## src/rtl/fft_tw_addr_sequencer.sv

```systemverilog
// fft_tw_addr_sequencer
//
// Address sequencer for a sequential decimation-in-frequency FFT of
// N = 2^SIZE points. It walks all SIZE stages and all N/2 butterflies per
// stage, one butterfly per cycle. For every butterfly it issues a twiddle
// read: the enable and the exponent k of W_N^k. It also raises a valid strobe
// that lines up with the generator's one-cycle read latency.
//
// Parameters
//   SIZE     log2 of the FFT length, legal range 2..12
//   ANGLE_W  width of rd_ptr_angle, 11 to match the twiddle generator
//
// Ports
//   clk           system clock, rising edge
//   rst_n         asynchronous active-low reset
//   start         request a full FFT sequence (sampled only when idle)
//   stall         back-pressure; no new address is issued while high
//   en_rd         twiddle read enable, one per issued butterfly
//   rd_ptr_angle  twiddle exponent k, zero-extended
//   stage         stage index of the issue, aligned with tw_valid
//   bfly_idx      butterfly index j of the issue, aligned with tw_valid
//   last_bfly     final butterfly of a stage, aligned with tw_valid
//   tw_valid      en_rd delayed one cycle (twiddle cos/sin valid)
//   busy          high from accepted start until done
//   done          one-cycle pulse at sequence completion

module fft_tw_addr_sequencer #(
  parameter int SIZE    = 10,
  parameter int ANGLE_W = 11
) (
  input  logic               clk,
  input  logic               rst_n,
  input  logic               start,
  input  logic               stall,
  output logic               en_rd,
  output logic [ANGLE_W-1:0] rd_ptr_angle,
  output logic [3:0]         stage,
  output logic [SIZE-2:0]    bfly_idx,
  output logic               last_bfly,
  output logic               tw_valid,
  output logic               busy,
  output logic               done
);

  localparam int JW = SIZE - 1;

  // j runs 0..N/2-1, so its last value is the all-ones pattern of JW bits.
  localparam logic [JW-1:0] J_LAST     = '1;
  localparam logic [3:0]    STAGE_LAST = 4'(SIZE - 1);

  typedef enum logic [1:0] {
    S_IDLE,
    S_RUN,
    S_FLUSH
  } state_t;

  state_t          state_q, state_d;
  logic [3:0]      stage_q, stage_d;
  logic [JW-1:0]   j_q, j_d;
  logic [JW-1:0]   k_q, k_d;
  logic            stage_end;

  // An issue happens in every RUN cycle that downstream does not stall.
  assign en_rd     = (state_q == S_RUN) && !stall;
  assign stage_end = (j_q == J_LAST);
  assign busy      = (state_q != S_IDLE);

  // k < N/2 always fits in JW bits; the upper bits of the pointer stay zero.
  assign rd_ptr_angle = ANGLE_W'(k_q);

  // Next-state and counter logic. The counters move only on an issue. After
  // the final issue they return to zero, which leaves the block idle with the
  // first address of the next run already presented.
  always_comb begin
    state_d = state_q;
    stage_d = stage_q;
    j_d     = j_q;
    unique case (state_q)
      S_IDLE: begin
        if (start) begin
          state_d = S_RUN;
          stage_d = '0;
          j_d     = '0;
        end
      end
      S_RUN: begin
        if (en_rd) begin
          if (stage_end) begin
            j_d = '0;
            if (stage_q == STAGE_LAST) begin
              stage_d = '0;
              state_d = S_FLUSH;
            end else begin
              stage_d = stage_q + 4'd1;
            end
          end else begin
            j_d = j_q + 1'b1;
          end
        end
      end
      S_FLUSH: state_d = S_IDLE;
      default: state_d = S_IDLE;
    endcase
  end

  // k = (j mod (N >> (s+1))) << s. The modulus is a power of two, so it is a
  // mask of the low JW-s bits of j. The mask is the all-ones j pattern shifted
  // right by s. The product by 2^s is a plain left shift, so no multiplier is
  // needed. The mask keeps the shifted value inside JW bits.
  always_comb begin
    k_d = (j_d & (J_LAST >> stage_d)) << stage_d;
  end

  // State, counters and the registered twiddle exponent.
  always_ff @(posedge clk or negedge rst_n) begin
    if (!rst_n) begin
      state_q <= S_IDLE;
      stage_q <= '0;
      j_q     <= '0;
      k_q     <= '0;
    end else begin
      state_q <= state_d;
      stage_q <= stage_d;
      j_q     <= j_d;
      k_q     <= k_d;
    end
  end

  // Outputs delayed by one cycle so they line up with the twiddle data.
  // stage and bfly_idx keep the last issued values between issues.
  // done is registered off FLUSH, so busy and done change in the same cycle.
  always_ff @(posedge clk or negedge rst_n) begin
    if (!rst_n) begin
      tw_valid  <= 1'b0;
      last_bfly <= 1'b0;
      stage     <= '0;
      bfly_idx  <= '0;
      done      <= 1'b0;
    end else begin
      tw_valid  <= en_rd;
      last_bfly <= en_rd && stage_end;
      done      <= (state_q == S_FLUSH);
      if (en_rd) begin
        stage    <= stage_q;
        bfly_idx <= j_q;
      end
    end
  end

endmodule

```

## config.mk

```make
export PLATFORM = sky130hd
export DESIGN_NAME = fft_tw_addr_sequencer
export DESIGN_NICKNAME = d
export VERILOG_FILES = /design/src/rtl/fft_tw_addr_sequencer.sv
export SDC_FILE = /design/constraint.sdc
export NUM_CORES = 1
export LEC_CHECK = 0
export ABC_CLOCK_PERIOD_IN_PS = 2560
export CAP_MARGIN = 10
export CORE_UTILIZATION = 45
export DETAILED_ROUTE_END_ITERATION = 7
export PLACE_DENSITY = 0.78
export SLEW_MARGIN = 15
export SYNTH_ARGS = -nofsm -noshare
export SYNTH_HDL_FRONTEND = slang
export SYNTH_SLANG_ARGS = --single-unit
```

## constraint.sdc

```tcl
create_clock -name clk -period 2.56 [get_ports clk]
set_clock_uncertainty 0.15 [all_clocks]
set_input_delay 0.384 -clock clk [delete_from_list [all_inputs] [get_ports clk]]
set_output_delay 0.384 -clock clk [all_outputs]
set_load 0.03 [all_outputs]
```

==> results_dict.tcl, run 1 <==
set metrics [dict create \
    synth_edf_count 0 \
    final_area_sq_um 3200 \
    routed_wl_um 6440 \
    root_buffer "clkbuf_8" \
    gr-total-overflow 0 \
    fin_tns_setup_ps -347 \
    core_area_sq_um 4720 \
    synth_top_area_cell "dfrtp_1" \
    pwr_density_cell_nw_per_um2 668 \
    cp_max_fo 2 \
    place_inst 320 \
    cts_tree "built" \
    route.detailed.drc 0 \
    layout-drive-gt1-share_pct 45.1 \
    async_reset_ff_share_pct 100 \
    ctsHoldBuffers 0 \
    ios 33 \
    num_rows 25 \
    layout_setup_ws_ps -158 \
    ir_drop_v 0.000446 \
    hp-class "in -> async" \
    fin_crit_sh_pct 106 \
    wl_per_cell_um 18.7 \
    use_met3_pct 3.75 \
    die-area_sq_um 5190 \
    min_period_ps 2720 \
    htreeDepth 2 \
    grt_pass1_wl_um 9040 \
    final_cells 344 \
    violations "negative setup slack" \
    rrSetupSlack_ps -160 \
    n_antenna_cell 0 \
    final_antenna_net_count 0 \
    grt_max_degree 41 \
    maxClockFrequency_mhz 368 \
    nNetsFinal 285 \
    rsz0062_at_grt "true" \
    max-slew-margin-rel_pct 39.3 \
    ys.flop_type "dfrtp_1" \
    worstSetupPathType "reg -> reg" \
    p_leak_nw 1.41 \
    port_buffers 30 \
    crit_path_end_kind "flop" \
    cts.sinks 40 \
    finalSetupViolCount 5 \
    final_util_pct 67.8 \
    grt_pass1_vias 1821 \
    cts_made_buffers 5 \
    maxCapViolations 0 \
    drt_iter0_drc 249 \
    placed_cell_area_sq_um 2800 \
    clkTransAtPathRegs_ps 80 \
    via_per_inst 5.69 \
    start_util_pct 46.7 \
    die_h_um 72.0 \
    vias 1958 \
    first_pass_iters 5 \
    synth_cells 196 \
    use_met1_pct 29.8 \
    required_ps 2600 \
    synth.cell_area_sq_um 2210 \
    total_power_w 0.00214 \
    ys_ff_latch 40 \
    antenna_found_initial 0 \
    fill_cells 325 \
    die_w_um 72.0 \
    layout_commonest_cell "buf_4" \
    cts.path.max_buffers 2 \
    clkLatencyLatePin_ps 300 \
    area_growth_syn_to_layout_pct 45.1 \
    cp_data_arrival_time_ps 2760 \
    synth_cell_type_count 59 \
    grt-busiest-layer "met2" \
    place.gp.congestion 0.824 \
    hold_viol_final 0 \
    synth_area_leaders "dfrtp_1 45%, mux2_2 8.2%, mux2i_1 3.2%, ha_1 2.8%, buf_6 2.6%" \
    synth_top_cell_area_share_pct 45.4 \
    status "complete, but fails checks" \
    final_cell_mix "48 x buf_4, 40 x dfrtp_1, 28 x clkdlybuf4s50_1" \
    maxSlewViolCount 0 \
    worstMarginPinSlew_ps 911 \
    grt_util_all_layers_pct 23.1 \
    ys_warn_count 0 \
    dp_hpwl_um 3620 \
    multi_input_area_sq_um 1280 \
    seqCellArea_sq_um 1000 \
    synth_seq_area_share_pct 45.4 \
    post_synth.cell_area_avg_sq_um 11.3 \
    met2_usage_pct 38.4 \
    critPathLaunchType "flop" \
]
[worst max-delay path, cell delays in order, from the launching register on]
cell and delay (ps):
dfrtp_1 400, ha_4 170, nand3_4 80, nor3_4 180, ha_2 230, and2b_2 180, nand2_4 60, inv_4 100
a21oi_2 60, a21oi_4 180, mux2i_1 390, buf_4 170, o21ai_1 70, o21a_1 190
[layout make-up]
cell class                 instances  share of cell area (%)
timing repair buffer              82                    22.5
multi-input combinational        142                    40.0
tap                               67                    2.62
clock inverter                     3                   0.586
sequential                        40                    31.3
inverter                           5                   0.899
clock buffer                       5                    2.15
[metal layers]
metal / vias up / part of all wire [%]
met1: 959 / 40
met2: 105 / 50
met4: 0 / 4.0
li1: 865 / -
met5: - / 0
met3: 29 / 6.1
[registers in the layout, indices dropped and copies added (netlist names)]
name / cells
bfly_idx: 9
j_q: 9
k_q: 9
stage: 4
stage_q: 4
state_q: 2
done: 1
last_bfly: 1
tw_valid: 1
[what timing repair did]
action,4_1_cts,5_1_grt
setup endpoints to repair,6,9
gates cloned,1,0
resized for setup,13,21
buffers inserted,5,10
pin swaps,3,8
[cells in the mapped netlist, types with 2 or more instances]
library cell	n
a21o_1	2
a21oi_1	5
a21oi_2	2
a31oi_1	3
and2b_1	2
buf_4	4
buf_6	5
dfrtp_1	40
ha_1	5
inv_1	3
mux2_2	16
mux2i_1	7
nand2_1	15
nand2_4	2
nand2b_1	7
nand3_1	5
nand3b_1	2
nor2_1	12
nor2b_1	2
nor3_1	4
nor3_2	2
o211ai_1	4
o21a_1	2
o21ai_0	7
o21ai_1	2
o21bai_1	2
o311ai_4	2
[final timing paths]
path	from	end	depth (start not counted)
worst max-delay path	j_q[1]$_DFF_PN0_	k_q[6]$_DFF_PN0_	13
worst min-delay path	rst_n	bfly_idx[5]$_DFFE_PN0N_	1
worst max register to register	j_q[1]$_DFF_PN0_	k_q[6]$_DFF_PN0_	13
worst min register to register	stage[0]$_DFFE_PN0N_	stage[0]$_DFFE_PN0N_	1
max in group asynchronous	rst_n	state_q[0]$_DFFE_PN0P_	1
min in group clk	stage[0]$_DFFE_PN0N_	stage[0]$_DFFE_PN0N_	1
[cells by family (layout without fill, tap and decap cells)]
family	Yosys count	after routing	synth area share, %
AO/OA/AOI/OAI	42	43	15.6
multiplexers	24	24	12.0
flip-flops	40	40	45.4
other	1	2	0.170
buffers and inverters	16	95	5.27
adder cells (fa/ha/maj)	5	5	2.83
AND/OR/NAND/NOR	68	68	18.8
[per-stage QoR]
step | hold WS, ps | setup slack (ps)
floorplan | -61.6 | 13.2
global placement | 339 | -59.0
detailed placement | 347 | -126
CTS | 87.7 | -39.6
global route | 122 | -255
finish | 63.3 | -158
[power by group]
part	leakage, nW	internal [W]	switching [W]	total [W]
Sequential	0.535	0.000729	0.0000567	0.000786
Combinational	0.824	0.000420	0.000507	0.000927
Clock	0.0479	0.000190	0.000236	0.000426
Power figures use the tool's default switching activity.
==> run 2: changes to the inputs <==
Settings changed: CORE_MARGIN set to 10, PLACE_DENSITY 0.78 to not set, PLACE_DENSITY_LB_ADDON set to 0.1.
==> results_dict.tcl, run 2 (synthesis gave the netlist of run 1 again) <==
set metrics [dict create \
    status "complete, but fails checks" \
    violations "negative setup slack" \
    seqPwrFrac_pct 36.0 \
    finalSetupViolCount 4 \
    antenna_found_initial 0 \
    hold_viol_final 0 \
    worstMarginPinSlew_ps 896 \
    root_buffer "clkbuf_8" \
    ir_drop_v 0.000451 \
    die_w_um 90.0 \
    port_buffers 30 \
    final_area_sq_um 3070 \
    slowest_stage "dfrtp_1" \
    wl_per_cell_um 16.3 \
    place.gp.congestion 0.869 \
    switching_share_pct 34.2 \
    pwr_density_cell_nw_per_um2 710 \
    p_sw_w 0.000746 \
    grt_pass1_wl_um 9230 \
    die-area_sq_um 8110 \
    drt_iter0_drc 72 \
    fin_crit_sh_pct 103 \
    grt_max_degree 41 \
    cts_made_buffers 5 \
    final_cell_mix "46 x buf_4, 40 x dfrtp_1, 28 x clkdlybuf4s50_1" \
    p_int_w 0.00143 \
    p_leak_nw 1.36 \
    first_pass_iters 4 \
    dp_slack_ps -127 \
    crit_path_end_kind "flop" \
    crit_buf_inv 1 \
    ios 33 \
    n_antenna_cell 0 \
    clkTransAtPathRegs_ps 80 \
    htreeDepth 2 \
    start_util_pct 46.7 \
    grt_pass1_vias 1814 \
    cts.path.max_buffers 2 \
    slowest_delay_ps 420 \
    layout_setup_ws_ps -79.0 \
    cp_data_arrival_time_ps 2720 \
    min_period_ps 2640 \
    cp_top_family "simple AND/OR/NAND/NOR gates" \
    maxClockFrequency_mhz 379 \
    cp_cell_sequence "ha_4 > nand3_4 > nor3_4 > ha_2 > buf_6 > or3_4 > o311ai_4 > mux2i_2 > mux2i_1 > nand2_1 > a21oi_2" \
    grt_util_all_layers_pct 13.8 \
    maxSlewViolCount 0 \
    route.detailed.drc 0 \
    num_rows 25 \
    ctsHoldBuffers 0 \
    die_h_um 90.0 \
    critPathLaunchType "flop" \
    cts.sinks 40 \
    routed_wl_um 5540 \
    met2_usage_pct 23.2 \
    cp_max_fo 5 \
    dp_hpwl_um 4100 \
    gr-total-overflow 0 \
    placed_cell_area_sq_um 2840 \
    hp-class "in -> async" \
    cts_tree "built" \
    rsz0062_at_grt "true" \
    use_met3_pct 3.57 \
    rrSetupSlack_ps -80 \
    clkPwrFrac_pct 23.9 \
    max-slew-margin-rel_pct 40.3 \
    nNetsFinal 280 \
    worstSetupPathType "reg -> reg" \
    core_area_sq_um 4720 \
    required_ps 2640 \
    use_met1_pct 16.4 \
    vias 1764 \
    final_antenna_net_count 0 \
    largestRegisters "bfly_idx: 9 flops, j_q: 9 flops, k_q: 9 flops" \
    area_growth_syn_to_layout_pct 39.1 \
    maxCapViolations 0 \
    via_per_inst 5.20 \
    layout-drive-gt1-share_pct 41.2 \
    layout_commonest_cell "buf_4" \
    power_frac_comb_pct 40.1 \
    fill_cells 387 \
    grt-busiest-layer "met2" \
    clkLatencyLatePin_ps 300 \
]
==> run 2: per-stage QoR <==
stage,utilization (%),instances,setup TNS (ps),power (W),hold WS (ps)
3_3_place_gp,60.2,325,-196,0.00161,340
6_report,65.0,339,-255,0.00218,52.9
3_5_place_dp,60.2,325,-515,0.00162,345
4_1_cts,63.5,336,-176,0.00217,83.9
5_1_grt,65.0,339,-853,0.00230,120
2_1_floorplan,-,197,0,0.00126,-61.6
==> run 2: final cells by class <==
type | instances | area (sq um) | share of cell area, %
Clock buffer | 5 | 68.8 | 2.24
Clock inverter | 3 | 42.5 | 1.39
Inverter | 5 | 26.3 | 0.856
Multi-Input combinational cell | 142 | 1190 | 38.9
Sequential cell | 40 | 1000 | 32.6
Tap cell | 67 | 83.8 | 2.73
Timing Repair Buffer | 77 | 653 | 21.3
==> run 2: power by group through the flow <==
stage / sequential [W] / combinational [W] / clock [W]
floorplan: 0.000939 / 0.000319 / 0
global placement: 0.000791 / 0.000818 / 0
detailed placement: 0.000794 / 0.000826 / 0
CTS: 0.000786 / 0.000841 / 0.000541
global route: 0.000797 / 0.000935 / 0.000566
finish: 0.000785 / 0.000875 / 0.000520
==> run 2: worst paths after layout <==
check                                   startpoint                      end  depth (start not counted)
max                               j_q[1]$_DFF_PN0_         k_q[4]$_DFF_PN0_                         11
min in group clk           bfly_idx[5]$_DFFE_PN0N_  bfly_idx[5]$_DFFE_PN0N_                          1
max in group asynchronous                    rst_n           done$_DFF_PN0_                          1
min reg2reg                bfly_idx[5]$_DFFE_PN0N_  bfly_idx[5]$_DFFE_PN0N_                          1
min                                          rst_n         j_q[4]$_DFF_PN0_                          1
max reg2reg                       j_q[1]$_DFF_PN0_         k_q[4]$_DFF_PN0_                         11
==> run 2: what timing repair did <==
item	in CTS	in global routing
endpoints found under the setup margin	7	9
buffers inserted	2	3
cloned	1	0
pin swaps	1	4
gates resized for setup	4	13
==> run 2: routing by layer <==
layer | routed length, um | part of all wire, % | up-vias
met3 | 205 | 3.7 | 8
met4 | 96 | 1.7 | 0
met2 | 2800 | 51 | 35
met5 | 0 | 0 | -
met1 | 2430 | 44 | 868
li1 | - | - | 853
==> run 3: changes to the inputs <==
Settings changed: SKIP_CTS_REPAIR_TIMING set to 1.
==> results_dict.tcl, run 3 (synthesis gave the netlist of run 1 again) <==
set metrics [dict create \
    layout_commonest_cell "buf_4" \
    rrSetupSlack_ps -210 \
    wl_per_cell_um 16.6 \
    cts.path.max_buffers 2 \
    maxCapViolations 0 \
    cts.sinks 40 \
    grt_max_degree 41 \
    hold_viol_final 0 \
    max-slew-margin-rel_pct 40.4 \
    placed_cell_area_sq_um 2840 \
    vias 1797 \
    area_growth_syn_to_layout_pct 38.1 \
    r2r_start "j_q[1]$_DFF_PN0_" \
    pwr_density_cell_nw_per_um2 711 \
    htreeDepth 2 \
    die-area_sq_um 8110 \
    drt_iter0_drc 95 \
    finalSetupViolCount 7 \
    p_leak_nw 1.35 \
    dp_hpwl_um 4100 \
    grt_pass1_vias 1783 \
    route.detailed.drc 0 \
    num_rows 25 \
    cp_max_fo 5 \
    min_period_ps 2770 \
    final_antenna_net_count 0 \
    endpoint "k_q[6]$_DFF_PN0_" \
    critPathLaunch "j_q[1]$_DFF_PN0_" \
    final_cell_mix "48 x buf_4, 40 x dfrtp_1, 28 x clkdlybuf4s50_1" \
    layout-drive-gt1-share_pct 39.9 \
    layout_setup_ws_ps -207 \
    fin_tns_setup_ps -994 \
    die_h_um 90.0 \
    cts_made_buffers 5 \
    fin_crit_sh_pct 108 \
    total_power_w 0.00217 \
    root_buffer "clkbuf_8" \
    status "complete, but fails checks" \
    grt_util_all_layers_pct 13.5 \
    n_antenna_cell 0 \
    cts_tree "built" \
    cp_data_arrival_time_ps 2860 \
    maxSlewViolCount 0 \
    ios 33 \
    final_util_pct 64.5 \
    rsz0062_at_grt "true" \
    clkLatencyLatePin_ps 300 \
    start_util_pct 46.7 \
    hold_slack_ps 55.5 \
    core_area_sq_um 4720 \
    maxClockFrequency_mhz 361 \
    die_w_um 90.0 \
    routed_wl_um 5640 \
    clkTransAtPathRegs_ps 80 \
    antenna_found_initial 0 \
    reg2reg_to "k_q[6]$_DFF_PN0_" \
    place.gp.congestion 0.869 \
    grt_pass1_wl_um 9040 \
    final_area_sq_um 3050 \
    worstMarginPinSlew_ps 893 \
    crit_path_end_kind "flop" \
    nNetsFinal 281 \
    critPathLaunchType "flop" \
    worst_r2r_path_depth 14 \
    first_pass_iters 4 \
    largestRegisters "bfly_idx: 9 flops, j_q: 9 flops, k_q: 9 flops" \
    hp-class "in -> async" \
    worstSetupPathType "reg -> reg" \
    via_per_inst 5.29 \
    gr-total-overflow 0 \
    violations "negative setup slack" \
    required_ps 2650 \
    port_buffers 30 \
    ir_drop_v 0.000443 \
]
run 3: area by class of cell:
cell class / count / area, sq um
Inverter: 5 / 21.3
Fill cell: 386 / 1680
Clock buffer: 5 / 68.8
Timing Repair Buffer: 78 / 657
Multi-Input combinational cell: 142 / 1170
Sequential cell: 40 / 1000
Clock inverter: 3 / 42.5
Tap cell: 67 / 83.8
run 3: where the power goes:
group | internal [W] | switching, W
Clock | 0.000288 | 0.000231
Combinational | 0.000408 | 0.000452
Sequential | 0.000729 | 0.0000564
run 3: layer usage:
layer,GRT usage [%],vias to the layer above,share of wire (%),wire (um)
met4,5.97,0,1.8,99
met5,0,-,0,0
met3,3.49,9,5.1,290
met1,16.2,871,42,2380
li1,-,853,-,-
met2,22.2,64,51,2870
run 3: through the flow:
stage	cells	setup slack, ps
final	340	-207
after global routing	340	-334
after CTS	333	-155
after detailed placement	325	-127
after global placement	325	-86.6
after floorplan	197	13.2
run 3: critical path, cell delays in order (launching register included):
cell,delay [ps]
dfrtp_1,410
ha_4,180
nand3_4,90
nor3_2,60
ha_2,200
buf_6,130
buf_4,130
nor4b_1,410
a21oi_1,80
o21ai_1,160
buf_4,140
mux2i_1,80
o21a_1,210
a21oi_1,150
o21a_1,130
run 3: worst min-delay path by stage:
stage	endpoint	slack, ps	depth (start not counted)
6_report	j_q[4]$_DFF_PN0_	60	1
5_1_grt	j_q[7]$_DFF_PN0_	120	1
4_1_cts	j_q[6]$_DFF_PN0_	80	1
3_5_place_dp	bfly_idx[3]$_DFFE_PN0N_	350	1
3_3_place_gp	stage[0]$_DFFE_PN0N_	340	1
2_1_floorplan	bfly_idx[0]$_DFFE_PN0N_	-60	0
